### src/rtl/tt_sersub_pkg.sv
// Shared types and uio bit map for the bit-serial subtractor tile.
package tt_sersub_pkg;

  typedef enum logic [1:0] {
    S_IDLE = 2'd0,
    S_RUN  = 2'd1,
    S_DONE = 2'd2
  } sersub_state_e;

  // uio bit indices
  localparam int unsigned LOAD_A = 0;
  localparam int unsigned LOAD_B = 1;
  localparam int unsigned START  = 2;
  localparam int unsigned ZERO   = 3;
  localparam int unsigned BUSY   = 4;
  localparam int unsigned DONE   = 5;
  localparam int unsigned BORROW = 6;
  localparam int unsigned SER    = 7;

  localparam logic [7:0] UIO_OE_BASE = 8'hF0;

endpackage

### src/rtl/tt_half_subtractor.sv
// One-bit half subtractor: diff = a - b, borrow set when b > a.
module tt_half_subtractor (
  input  logic a,
  input  logic b,
  output logic diff,
  output logic borrow
);

  assign diff   = a ^ b;
  assign borrow = ~a & b;

endmodule

### src/rtl/tt_um_serial_subtractor.sv
// Bit-serial unsigned subtractor A - B, LSB first, on the TinyTapeout user interface.
// Optional zero-result flag on uio[3] enabled by SERSUB_ZERO_FLAG_EN.
module tt_um_serial_subtractor
  import tt_sersub_pkg::*;
#(
  parameter int unsigned WIDTH = 8
) (
  input  logic       clk,
  input  logic       rst_n,
  input  logic       ena,
  input  logic [7:0] ui_in,
  input  logic [7:0] uio_in,
  output logic [7:0] uo_out,
  output logic [7:0] uio_out,
  output logic [7:0] uio_oe
);

  localparam int unsigned CNT_W = $clog2(WIDTH + 1);

  sersub_state_e      state_q, state_nxt;
  logic               start_q;
  logic [WIDTH-1:0]   a_q, b_q;
  logic [WIDTH-1:0]   a_sh_q, b_sh_q, diff_sh_q;
  logic [WIDTH-1:0]   result_q;
  logic [CNT_W-1:0]   cnt_q;
  logic               bor_q, borrow_out_q, done_q, busy_q;

  logic               start_edge, idle_or_done, launch, last_bit;
  logic               d1, b1, d, b2;
  logic [WIDTH-1:0]   diff_nxt;
  logic               zero_bit;
  logic               unused_c;

  assign start_edge   = uio_in[START] & ~start_q;
  assign idle_or_done = (state_q != S_RUN);
  assign launch       = idle_or_done & start_edge;
  assign last_bit     = (state_q == S_RUN) && (cnt_q == CNT_W'(WIDTH - 1));
  assign diff_nxt     = {d, diff_sh_q[WIDTH-1:1]};

  // Full subtractor: operand bits first, then the running borrow.
  tt_half_subtractor u_hs1 (
    .a      (a_sh_q[0]),
    .b      (b_sh_q[0]),
    .diff   (d1),
    .borrow (b1)
  );

  tt_half_subtractor u_hs2 (
    .a      (d1),
    .b      (bor_q),
    .diff   (d),
    .borrow (b2)
  );

  always_ff @(posedge clk or negedge rst_n) begin
    if (!rst_n) state_q <= S_IDLE;
    else        state_q <= state_nxt;
  end

  always_comb begin
    state_nxt = state_q;
    case (state_q)
      S_IDLE, S_DONE: if (start_edge) state_nxt = S_RUN;
      S_RUN:          if (last_bit)   state_nxt = S_DONE;
      default:        state_nxt = S_IDLE;
    endcase
  end

  // Operand capture, serial datapath and completion registers.
  always_ff @(posedge clk or negedge rst_n) begin
    if (!rst_n) begin
      start_q      <= 1'b0;
      a_q          <= '0;
      b_q          <= '0;
      a_sh_q       <= '0;
      b_sh_q       <= '0;
      diff_sh_q    <= '0;
      result_q     <= '0;
      cnt_q        <= '0;
      bor_q        <= 1'b0;
      borrow_out_q <= 1'b0;
      done_q       <= 1'b0;
      busy_q       <= 1'b0;
    end else begin
      start_q <= uio_in[START];
      if (launch) begin
        // Start beats a same-cycle load; the held operands are used.
        a_sh_q       <= a_q;
        b_sh_q       <= b_q;
        diff_sh_q    <= '0;
        bor_q        <= 1'b0;
        cnt_q        <= '0;
        done_q       <= 1'b0;
        borrow_out_q <= 1'b0;
        busy_q       <= 1'b1;
      end else if (idle_or_done) begin
        if (uio_in[LOAD_A]) a_q <= ui_in[WIDTH-1:0];
        if (uio_in[LOAD_B]) b_q <= ui_in[WIDTH-1:0];
      end else begin
        a_sh_q    <= a_sh_q >> 1;
        b_sh_q    <= b_sh_q >> 1;
        diff_sh_q <= diff_nxt;
        bor_q     <= b1 | b2;
        cnt_q     <= cnt_q + CNT_W'(1);
        if (last_bit) begin
          result_q     <= diff_nxt;
          borrow_out_q <= b1 | b2;
          done_q       <= 1'b1;
          busy_q       <= 1'b0;
        end
      end
    end
  end

`ifdef SERSUB_ZERO_FLAG_EN
  logic zero_q;

  always_ff @(posedge clk or negedge rst_n) begin
    if (!rst_n)        zero_q <= 1'b0;
    else if (launch)   zero_q <= 1'b0;
    else if (last_bit) zero_q <= (diff_nxt == '0);
  end

  assign zero_bit = zero_q;
  assign uio_oe   = UIO_OE_BASE | 8'(1 << ZERO);
`else
  assign zero_bit = 1'b0;
  assign uio_oe   = UIO_OE_BASE;
`endif

  assign uo_out = 8'(result_q);

  always_comb begin
    uio_out         = '0;
    uio_out[ZERO]   = zero_bit;
    uio_out[BUSY]   = busy_q;
    uio_out[DONE]   = done_q;
    uio_out[BORROW] = borrow_out_q;
    uio_out[SER]    = (state_q == S_RUN) & d;
  end

  assign unused_c = &{1'b0, ena, uio_in[7:3], ui_in};

endmodule

### config.mk
export PLATFORM = sky130hd
export DESIGN_NAME = tt_um_serial_subtractor
export DESIGN_NICKNAME = d
export VERILOG_FILES = /design/src/rtl/tt_sersub_pkg.sv /design/src/rtl/tt_half_subtractor.sv /design/src/rtl/tt_um_serial_subtractor.sv
export SDC_FILE = /design/constraint.sdc
export NUM_CORES = 1
export LEC_CHECK = 0
export ABC_AREA = 1
export ABC_CLOCK_PERIOD_IN_PS = 2510
export CAP_MARGIN = 20
export CORE_ASPECT_RATIO = 2
export CORE_MARGIN = 5
export CORE_UTILIZATION = 29
export DETAILED_ROUTE_END_ITERATION = 10
export HOLD_SLACK_MARGIN = 0.08
export PLACE_DENSITY_LB_ADDON = 0.08
export SYNTH_ARGS = -nofsm -noshare
export SYNTH_HDL_FRONTEND = slang
export SYNTH_HIERARCHICAL = 1
export SYNTH_SLANG_ARGS = --single-unit
### constraint.sdc
create_clock -name clk -period 2.51 [get_ports clk]
set_clock_uncertainty 0.15 [all_clocks]
set_input_delay 0.6275 -clock clk [delete_from_list [all_inputs] [get_ports clk]]
set_output_delay 0.6275 -clock clk [all_outputs]
set_load 0.02 [all_outputs]
==> results of run 1 <==
## routing by layer
layer	track usage	up-vias	wire, µm
li1	-	914	-
met1	0.1159	843	2135
met2	0.1960	40	3027
met3	0.03903	11	292
met4	0.05978	0	142
met5	0	-	0
## repair_timing
action / CTS / global route
pin swaps: 1 / 3
hold endpoints to repair: 0 / 0
setup buffers: 0 / 2
endpoints found under the setup margin: 1 / 1
gates resized for setup: 5 / 3
## state kept, by name, summed over array words and instances (netlist names)
register	flops
diff_sh_q	7
a_q	8
bor_q	1
a_sh_q	8
borrow_out_q	1
cnt_q	4
state_q	2
b_q	8
busy_q	1
done_q	1
b_sh_q	8
uo_out	8
start_q	1
## power by group through the flow
stage / sequential [W] / clock, W / combinational, W
after floorplan: 0.00153 / 0 / 0.00101
after global placement: 0.00152 / 0 / 0.00135
after detailed placement: 0.00153 / 0 / 0.00136
after CTS: 0.00151 / 0.00125 / 0.00135
after global routing: 0.00155 / 0.00129 / 0.00154
final: 0.00151 / 0.00121 / 0.00134
## per-stage QoR
stage	total power (W)	TNS [ns]	worst slack, ns	utilization	hold WS (ns)
after floorplan	0.002544	0	0.3532	-	0.1819
after global placement	0.002863	-0.1237	-0.1237	0.3208	0.3033
final	0.004062	0	0.06794	0.3567	0.1496
after CTS	0.004115	0	0.009470	0.3543	0.1662
after global routing	0.004380	-0.04469	-0.04469	0.3567	0.1923
after detailed placement	0.002883	-0.1034	-0.1034	0.3208	0.3067
## kinds of logic after synthesis
logic type,Yosys count
adders and majority gates,3
AOI/OAI and AO/OA,33
other,2
buffers and inverters,54
and+or+nand+nor,125
xor gates and xnor gates,1
DFF,58
## synthesized netlist by cell type (all sizes together)
cell type	count	area share
nand2	82	0.13
conb	2	0.0029
nand3b	1	0.0029
inv	28	0.043
o21ai	25	0.059
nor2	5	0.0071
buf	26	0.091
dfrtp	58	0.55
xor2	1	0.0033
or2	1	0.0024
nand3	36	0.078
ha	3	0.014
o22ai	8	0.019
## final timing paths
| check | cells past startpoint | start | to |
|---|---|---|---|
| hold / removal | 1 | rst_n | busy_q$_DFFE_PN0P_ |
| setup reg to reg | 6 | state_q[0]$_DFFE_PN0P_ | uo_out[2]$_DFFE_PN0P_ |
| hold reg to reg | 2 | b_q[7]$_DFFE_PN0P_ | b_sh_q[7]$_DFFE_PN0P_ |
| min in group clk | 2 | b_q[7]$_DFFE_PN0P_ | b_sh_q[7]$_DFFE_PN0P_ |
| setup / recovery | 8 | b_sh_q[0]$_DFFE_PN0P_ | uio_out[7] |
| max in group asynchronous | 2 | rst_n | uo_out[6]$_DFFE_PN0P_ |
## final cells by class
class	instances	area [µm²]	share of cell area
inverters	28	112.6	0.03527
clock buffers	15	297.8	0.09326
clock inverters	1	5.005	0.001567
well taps	102	127.6	0.03997
flip-flops and latches	58	1451	0.4545
multi-input cells	174	867.1	0.2716
repair buffers	35	331.6	0.1038
## worst max-delay path, stage by stage (launching register included)
cell and delay, ns:
sky130_fd_sc_hd__dfrtp_1 0.38, sky130_fd_sc_hd__ha_1 0.28, sky130_fd_sc_hd__inv_1 0.05, sky130_fd_sc_hd__inv_1 0.03
sky130_fd_sc_hd__ha_1 0.26, sky130_fd_sc_hd__inv_1 0.06, sky130_fd_sc_hd__inv_2 0.04, sky130_fd_sc_hd__nor2_2 0.10
sky130_fd_sc_hd__buf_6 0.12
==> impl_summary.txt, run 1 <==
----------------------------------------------------
[Run status]
  Result of the run ... finished, final reports clean

[Worst setup path]
  Worst EP arrival ... around 1.7 ns
  Element type at the critical path start ... register
  Required time worst endpoint ... 1.73 ns
  Kind of critical path ... reg -> out
  Highest net fanout along the worst path ... 2
  Kind of end point of the critical path ... primary output
  R2R Setup Slk ... roughly 0.65 ns

[Clock network]
  CTS HTree Levels ... 3
  CTS tree ... built
  Number of hold buffers added after CTS ... 0
  TritonCTS Buffers ... 9
  Clock Sink Count ... 58
  Clock slew at the register clock pins of the worst setup and hold paths ... 0.05 ns
  Latest clock arrival within the worst-skew pair ... about 0.33 ns
  Maximum buffer depth of the clock tree ... 2
  Cell at the root of the clock tree ... sky130_fd_sc_hd__clkbuf_16

[Power]
  Clock Power Share ... 0.298
  Internal Power ... 0.002659 W
  PwrDens ... 1272 nW/µm²
  Register share of total power ... 0.371
  Switching fraction of total power ... 0.3455
  Switching power of the nets ... 0.001403 W
  Gate power share ... 0.331
  LEAKAGE ... 1.588 nW
  Worst vdd rail ir drop ... 361.3 µV

[Synthesis]
  Yosys warning total ... 6
  Main combinational cell family by area after synthesis ... simple AND/OR/NAND/NOR gates
  Gate Count Post-Synth ... 276
  Share of the synthesized netlist area taken by xor and xnor gates ... 0.003330
  Number of library cell types mapped by synthesis ... 24
  Post-synthesis simple-gate area fraction ... 0.2160
  Part of the Yosys area used for sequential elements ... 0.5519
  Multiplexer share of the synthesized area ... 0
  Synthesized-area fraction occupied by ao, oa, aoi and oai cells ... 0.07802
  Mapped Area ... 2630 µm²
  Register bit count reported by yosys ... slightly below 60
  Fraction of the mapped netlist area in adder cells ... 0.01427
  Mean post-synth cell area ... ~9.5 µm²

[Placed design]
  Port Buffer Count ... 24
  DP Wirelength ... 3.920 mm
  Cell Count Post-Placement ... slightly below 400
  Final weighted congestion of routability-driven global placement ... 0.7275
  Placed cell area ... roughly 2900 µm²

[STA]
  RSZ-0062 raised after global routing ... true
  Ratio of final minimum period to clock period ... 0.9729
  Final Hold Viols ... 0
  Normalized max-slew margin ... 0.6105
  Number of pins with negative max-slew slack in the final report ... 0
  Min Clock Period, post-route ... 2.442 ns
  Fmax ... approximately 410 MHz
  Slew at the pin closest to its max-slew limit ... 0.5842 ns
  Final setup vio count ... 0

[Route]
  Vias per cell ... 4.378
  Drt drc ... 0
  Violation count after the first detailed-route iteration ... 71
  DR vias ... 1,808
  Iteration count of the initial detailed-routing pass ... 4
  Drt total wl ... 5.598 mm
  WL/cell ... about 14 µm
  Count of antenna-violating nets left after detailed routing ... 0

[Job]
  Max-cap violations ... 0

[Finish]
  Area growth, synth to finish ... 21.41%
  Fin cells ... 413
  Final Instance Area ... 3193 µm²
  Nets ... about 330
  Share of layout cells above drive strength 1 ... 0.1543
  Antenna Cells ... 0
  Most common library cell in the layout ignoring fill and taps ... sky130_fd_sc_hd__nand2_1
  Filler Cell Count ... 970
  Leading cell types in the layout, fill and taps excluded ... sky130_fd_sc_hd__nand2_1 (77), sky130_fd_sc_hd__dfrtp_1 (58), sky130_fd_sc_hd__nand3_1 (34), sky130_fd_sc_hd__inv_1 (25), sky130_fd_sc_hd__clkdlybuf4s50_1 (22)

[Floorplanning]
  Number of rows in the core area ... 49
  Effective utilization at floorplan ... 0.2938
  Area of the core region ... 8951 µm²
  I/O pins ... 43
  Vertical die dimension ... ~140 µm
  Overall die width ... 77.34 µm
  Total die area ... 11,190 µm²

[GRT]
  First-pass GRT wire length ... between 9 and 10 mm
  Overall overflow remaining after global route ... 0
  Global routing usage summed across all routing layers ... 0.1119
  Vias in the first global route ... 1,816
  Antenna violations before repair ... 0
  Pin count of the biggest net entering global routing ... 29

[Min path]
  Path category of the worst min-delay check ... in -> async

----------------------------------------------------
(Power assumes the default switching activity.)
==> run 2, diff against run 1 <==
--- a/config.mk
+++ b/config.mk
@@ -6,5 +6,4 @@
 export NUM_CORES = 1
 export LEC_CHECK = 0
-export ABC_AREA = 1
 export ABC_CLOCK_PERIOD_IN_PS = 2510
 export CAP_MARGIN = 20
==> constraint.sdc (replaced) <==
create_clock -name clk -period 2.51 [get_ports clk]
set_clock_uncertainty 0.15 [all_clocks]
set_input_delay 0.502 -clock clk [delete_from_list [all_inputs] [get_ports clk]]
set_output_delay 0.502 -clock clk [all_outputs]
set_load 0.02 [all_outputs]
==> impl_summary.txt, run 2 <==
----------------------------------------------------
[Finish]
  Share of layout cells above drive strength 1 ... 0.2033
  Nets ... 266
  Area growth, synth to finish ... 21.60%
  Area of all sequential standard cells ... 1451 µm²
  Util after Layout ... 0.3584
  Antenna Cells ... 0
  Filler Cell Count ... 853
  Leading cell types in the layout, fill and taps excluded ... sky130_fd_sc_hd__dfrtp_1 (58), sky130_fd_sc_hd__nand2_1 (35), sky130_fd_sc_hd__clkdlybuf4s50_1 (22), sky130_fd_sc_hd__mux2_2 (19)
  Multi-input combinational cell area ... 913.4 µm²
  Most common library cell in the layout ignoring fill and taps ... sky130_fd_sc_hd__dfrtp_1

[Floorplanning]
  I/O pins ... 43
  Number of rows in the core area ... 48
  Area of the core region ... 8588 µm²
  Total die area ... 10,810 µm²
  Effective utilization at floorplan ... 0.2947
  Overall die width ... 76.06 µm
  Vertical die dimension ... 142.1 µm

[GRT]
  Antenna violations before repair ... 0
  Overall overflow remaining after global route ... 0
  Vias in the first global route ... 1,745
  Global routing usage summed across all routing layers ... 0.1070
  Pin count of the biggest net entering global routing ... 34
  First-pass GRT wire length ... 8.852 mm

[Worst setup path]
  Startpoint of the lowest-slack register-to-register path ... state_q[1]$_DFFE_PN0P_
  Highest net fanout along the worst path ... 2
  Launch point of the critical path ... a_sh_q[0]$_DFFE_PN0P_
  Required time worst endpoint ... roughly 1.9 ns
  Worst EP arrival ... 1.71 ns
  Kind of end point of the critical path ... primary output
  Element type at the critical path start ... register
  Kind of critical path ... reg -> out

[Route]
  Vias per cell ... between 4 and 5
  Iteration count of the initial detailed-routing pass ... 4
  Violation count after the first detailed-route iteration ... 60
  Drt total wl ... 5.317 mm
  Drt drc ... 0
  Count of antenna-violating nets left after detailed routing ... 0
  DR vias ... 1,596
  WL/cell ... between 15 and 20 µm

[Run status]
  Result of the run ... finished, final reports clean

[Synthesis]
  Largest area contributor in the synthesized netlist ... sky130_fd_sc_hd__dfrtp_1
  Part of the Yosys area used for sequential elements ... 0.5734
  Top cells by instance count after synthesis ... sky130_fd_sc_hd__dfrtp_1 (58), sky130_fd_sc_hd__nand2_1 (35), sky130_fd_sc_hd__mux2_2 (19)
  Gate Count Post-Synth ... 218
  Post-synth EDFFs ... 0
  Mapped Area ... 2531 µm²
  Yosys warning total ... 6
  Top cell type's share of synthesized area ... 0.5734
  Mean post-synth cell area ... 11.61 µm²
  Most instantiated library cell after synthesis ... sky130_fd_sc_hd__dfrtp_1
  Dominant register cell in the synthesized netlist ... sky130_fd_sc_hd__dfrtp_1
  Top cells by area in the synthesized netlist ... sky130_fd_sc_hd__dfrtp_1 (57%), sky130_fd_sc_hd__mux2_2 (8.5%), sky130_fd_sc_hd__nand2_1 (5.2%)
  Number of library cell types mapped by synthesis ... 30
  Fraction of registers with async set/reset ... 1.000
  Register bit count reported by yosys ... 58

[STA]
  Ratio of final minimum period to clock period ... 0.9422
  Final Hold Viols ... 0
  Slew at the pin closest to its max-slew limit ... 0.5689 ns
  RSZ-0062 raised after global routing ... false
  Accumulated negative setup slack ... 0 ns
  Normalized max-slew margin ... 0.6207
  Final setup vio count ... 0
  Fmax ... 422.9 MHz
  Number of pins with negative max-slew slack in the final report ... 0
  Min Clock Period, post-route ... 2.365 ns

[Min path]
  Path category of the worst min-delay check ... reg -> reg
  Hold_sp ... b_q[2]$_DFFE_PN0P_

[Clock network]
  Clock Sink Count ... 58
  CTS HTree Levels ... 3
  TritonCTS Buffers ... 9
  CTS tree ... built
  Clock slew at the register clock pins of the worst setup and hold paths ... 0.05 ns
  Maximum buffer depth of the clock tree ... 2
  Number of buffers added for setup after CTS ... 0
  Cell at the root of the clock tree ... sky130_fd_sc_hd__clkbuf_16
  Latest clock arrival within the worst-skew pair ... 0.32 ns

[Placed design]
  DP Wirelength ... 3.795 mm
  Final weighted congestion of routability-driven global placement ... 0.6930
  Port Buffer Count ... 24

[Power]
  Worst vdd rail ir drop ... ~440 µV
  PwrDens ... 1337 nW/µm²
  LEAKAGE ... 1.396 nW

[Job]
  Max-cap violations ... 0

----------------------------------------------------
run 2: cell count changes in the layout (fill, tap and decap cells not counted), sizes merged, moves of 8 or more:
cell   before  now
nand2      82   35
nand3      36    5
mux2        0   25
inv        28    6
o21ai      25    5
a31oi       0   14
nor2        5   15
a22o        0    8
run 2: final cells by class:
type / count / share of cell area
flip-flops and latches: 58 / 0.4715
multi-input cells: 137 / 0.2967
clock buffers: 13 / 0.08455
inverters: 6 / 0.007317
repair buffers: 32 / 0.09919
well taps: 100 / 0.04065
run 2: what timing repair did:
| item | CTS | global route |
|---|---|---|
| cloned | 0 | 0 |
| hold buffers | 1 | 0 |
| hold endpoints to repair | 21 | 0 |
| setup endpoints to repair | 1 | 1 |
| gates resized for setup | 3 | 1 |
run 2: final timing paths:
path | endpoint | slack [ns] | depth (start not counted)
max | uio_out[7] | 0.15 | 8
min reg2reg | b_q[2]$_DFFE_PN0P_ | 0.35 | 1
max reg2reg | uo_out[0]$_DFFE_PN0P_ | 0.61 | 4
min in group asynchronous | uo_out[2]$_DFFE_PN0P_ | 0.57 | 2
max in group asynchronous | b_q[6]$_DFFE_PN0P_ | 1.08 | 3
min | b_q[2]$_DFFE_PN0P_ | 0.35 | 1
run 2: critical path, cell delays in order, from the launching register on:
cell                      delay (ns)
sky130_fd_sc_hd__dfrtp_1        0.34
sky130_fd_sc_hd__inv_1          0.05
sky130_fd_sc_hd__ha_1           0.28
sky130_fd_sc_hd__inv_1          0.05
sky130_fd_sc_hd__inv_1          0.03
sky130_fd_sc_hd__ha_1           0.27
sky130_fd_sc_hd__inv_1          0.07
sky130_fd_sc_hd__and2_1         0.13
sky130_fd_sc_hd__buf_2          0.16
run 2: power breakdown:
group	leakage [nW]	switching [W]	internal, W
Clock	0.128	0.000372	0.000702
Combinational	0.565	0.000715	0.000685
Sequential	0.704	0.000264	0.00138
Total	1.40	0.00135	0.00276
run 2: logic make-up (layout without fill, tap and decap cells):
group,after synthesis,count (layout),share of synthesized area
and+or+nand+nor,61,61,0.1083
DFF,58,58,0.5734
AOI/OAI and AO/OA,33,33,0.08848
buffers and inverters,33,51,0.08057
muxes,27,27,0.1280
adders and majority gates,3,3,0.01483
other,2,12,0.002967
xor gates and xnor gates,1,1,0.003461
run 2: metal layers:
metal | part of all wire | up-vias | wire length, µm | GRT usage
met5 | 0 | - | 0 | 0
met4 | 0.025 | 0 | 132 | 0.06636
met3 | 0.042 | 9 | 221 | 0.02915
met2 | 0.54 | 33 | 2848 | 0.1835
met1 | 0.40 | 785 | 2115 | 0.1155
li1 | - | 769 | - | -
run 2: through the flow:
step | hold slack (ns) | power (W) | cell area [µm²] | setup slack (ns) | std cells
final | 0.3518 | 0.004114 | 3078 | 0.1451 | 346
after global routing | 0.3656 | 0.004405 | 3078 | 0.02161 | 346
after CTS | 0.3547 | 0.004224 | 3084 | 0.01226 | 346
after detailed placement | 0.3378 | 0.003118 | 2813 | 0.01782 | 332
after global placement | 0.3400 | 0.003086 | 2813 | 0.02968 | 332
after floorplan | 0.05641 | 0.002664 | 2569 | 0.5890 | 228
==> run 3, diff against run 2 <==
ABC_CLOCK_PERIOD_IN_PS = 2500   (was 2510)
GPL_ROUTABILITY_DRIVEN = 0   (was default)
clock period = 2.5 ns   (was 2.51 ns; I/O delays follow)
==> impl_summary.txt, run 3 (synthesis gave the netlist of run 2 again) <==
----------------------------------------------------
[GRT]
  Global routing usage summed across all routing layers ... 0.1086
  Pin count of the biggest net entering global routing ... 34
  Overall overflow remaining after global route ... 0
  Vias in the first global route ... 1,682
  First-pass GRT wire length ... 8.914 mm
  Antenna violations before repair ... 0

[Clock network]
  CTS tree ... built
  CTS HTree Levels ... 3
  TritonCTS Buffers ... 9
  Clock slew at the register clock pins of the worst setup and hold paths ... 0.05 ns
  Latest clock arrival within the worst-skew pair ... ~0.32 ns
  Clock Sink Count ... 58
  Number of buffers added for setup after CTS ... 0
  Cell at the root of the clock tree ... sky130_fd_sc_hd__clkbuf_16
  Maximum buffer depth of the clock tree ... 2

[Route]
  WL/cell ... 15.44 µm
  DR vias ... 1,611
  Drt total wl ... 5.358 mm
  Vias per cell ... 4.643
  Violation count after the first detailed-route iteration ... 88
  Drt drc ... 0
  Iteration count of the initial detailed-routing pass ... 6
  Count of antenna-violating nets left after detailed routing ... 0

[Placed design]
  Cell Count Post-Placement ... 332
  DP Wirelength ... 3.747 mm
  Port Buffer Count ... 24
  Setup WS pre-CTS ... just over 0.02 ns

[Worst setup path]
  CP max stage delay ... between 0.3 and 0.4 ns
  Element type at the critical path start ... register
  Most prevalent standard cell on the critical path ... sky130_fd_sc_hd__inv_1
  Worst path cell trace ... inv_1 > ha_1 > inv_1 > inv_1 > ha_1 > inv_1 > and2_1 > buf_4
  Highest net fanout along the worst path ... 2
  Kind of critical path ... reg -> out
  Startpoint of the lowest-slack register-to-register path ... state_q[1]$_DFFE_PN0P_
  Worst EP arrival ... 1.70 ns
  Launch point of the critical path ... a_sh_q[0]$_DFFE_PN0P_
  Kind of end point of the critical path ... primary output
  Required time worst endpoint ... 1.85 ns
  Slowest cell on the critical path ... sky130_fd_sc_hd__dfrtp_1
  Crit path buf inv count ... 5
  CP delay by family, top ... adder cells

[Finish]
  Antenna Cells ... 0
  Filler Cell Count ... 884
  Area growth, synth to finish ... 21.45%
  Leading cell types in the layout, fill and taps excluded ... sky130_fd_sc_hd__dfrtp_1 (58), sky130_fd_sc_hd__nand2_1 (35), sky130_fd_sc_hd__clkdlybuf4s50_1 (22), sky130_fd_sc_hd__mux2_2 (19)
  Fin cells ... 347
  Nets ... 266
  Multi-input combinational cell area ... 913.4 µm²
  Share of layout cells above drive strength 1 ... 0.1984
  Most common library cell in the layout ignoring fill and taps ... sky130_fd_sc_hd__dfrtp_1
  Util after Layout ... 0.3580
  Area of all sequential standard cells ... ~1500 µm²

[Floorplanning]
  Effective utilization at floorplan ... 0.2947
  Vertical die dimension ... 142.1 µm
  Total die area ... 10,810 µm²
  Number of rows in the core area ... between 40 and 50
  Overall die width ... 76.06 µm
  Area of the core region ... 8588 µm²
  I/O pins ... 43

[STA]
  Min Clock Period, post-route ... 2.345 ns
  Ratio of final minimum period to clock period ... 0.9381
  Crit path setup slack, layout ... 0.1548 ns
  RSZ-0062 raised after global routing ... false
  Accumulated negative setup slack ... 0 ns
  Final Hold Viols ... 0
  Final setup vio count ... 0
  Slew at the pin closest to its max-slew limit ... between 0.5 and 0.6 ns
  Fmax ... 426.4 MHz
  Normalized max-slew margin ... 0.6161
  Number of pins with negative max-slew slack in the final report ... 0

[Power]
  LEAKAGE ... 1.392 nW
  Worst vdd rail ir drop ... 377.5 µV
  PwrDens ... 1340 nW/µm²

[Run status]
  Result of the run ... finished, final reports clean

[Min path]
  Path category of the worst min-delay check ... reg -> reg
  Hold_sp ... a_q[3]$_DFFE_PN0P_

[Job]
  Max-cap violations ... 0

----------------------------------------------------
-- run 3: cell count changes in the layout (fill, tap and decap cells not counted) --
cell / delta
sky130_fd_sc_hd__clkbuf_1: +2
sky130_fd_sc_hd__buf_2: -1
sky130_fd_sc_hd__buf_4: +1
sky130_fd_sc_hd__clkbuf_8: -1
-- run 3: per-layer routing --
| layer | GRT usage | share of wire | up-vias |
|---|---|---|---|
| li1 | - | - | 767 |
| met1 | 0.1167 | 0.39 | 792 |
| met2 | 0.1822 | 0.53 | 40 |
| met3 | 0.04056 | 0.052 | 12 |
| met4 | 0.06083 | 0.029 | 0 |
| met5 | 0 | 0 | - |
-- run 3: worst register-to-register path, delay by kind of cell, from the launching register on --
family        cells  cell delay, ns
buf+inv           1            0.25
flops             1            0.38
mux               1            0.31
simple gates      2            0.66
-- run 3: per-stage QoR --
step | instance area (µm²) | hold WS (ns) | total power [W]
after global routing | 3074 | 0.3623 | 0.004417
after floorplan | 2569 | 0.05441 | 0.002674
after global placement | 2813 | 0.3388 | 0.003095
final | 3074 | 0.3498 | 0.004120
after CTS | 3078 | 0.3533 | 0.004214
after detailed placement | 2813 | 0.3428 | 0.003120
-- run 3: area by class of cell --
| class | count | area share |
|---|---|---|
| sequential | 58 | 0.4721 |
| multi-input combinational | 137 | 0.2971 |
| timing repair buffer | 32 | 0.1001 |
| clock buffer | 14 | 0.08262 |
| tap | 100 | 0.04070 |
| inverter | 6 | 0.007326 |
-- run 3: what timing repair did --
action	4_1_cts	5_1_grt
endpoints found under the hold margin	21	0
gates resized for setup	3	2
setup endpoints to repair	1	1
hold buffers	1	0
-- run 3: path summary, 6_finish.rpt --
path	end	slack [ns]	cells after the start
max	uio_out[7]	0.15	8
min	a_q[3]$_DFFE_PN0P_	0.35	1
max reg2reg	uo_out[1]$_DFFE_PN0P_	0.64	4
min reg2reg	a_q[3]$_DFFE_PN0P_	0.35	1
max in group asynchronous	a_q[5]$_DFFE_PN0P_	1.08	3
min in group asynchronous	diff_sh_q[2]$_DFFE_PN0P_	0.56	2
-- run 3: report_power, final --
part | switching [W] | internal (W)
registers | 0.000267 | 0.00138
clock network | 0.000382 | 0.000685
logic | 0.000708 | 0.000697
total | 0.00136 | 0.00276
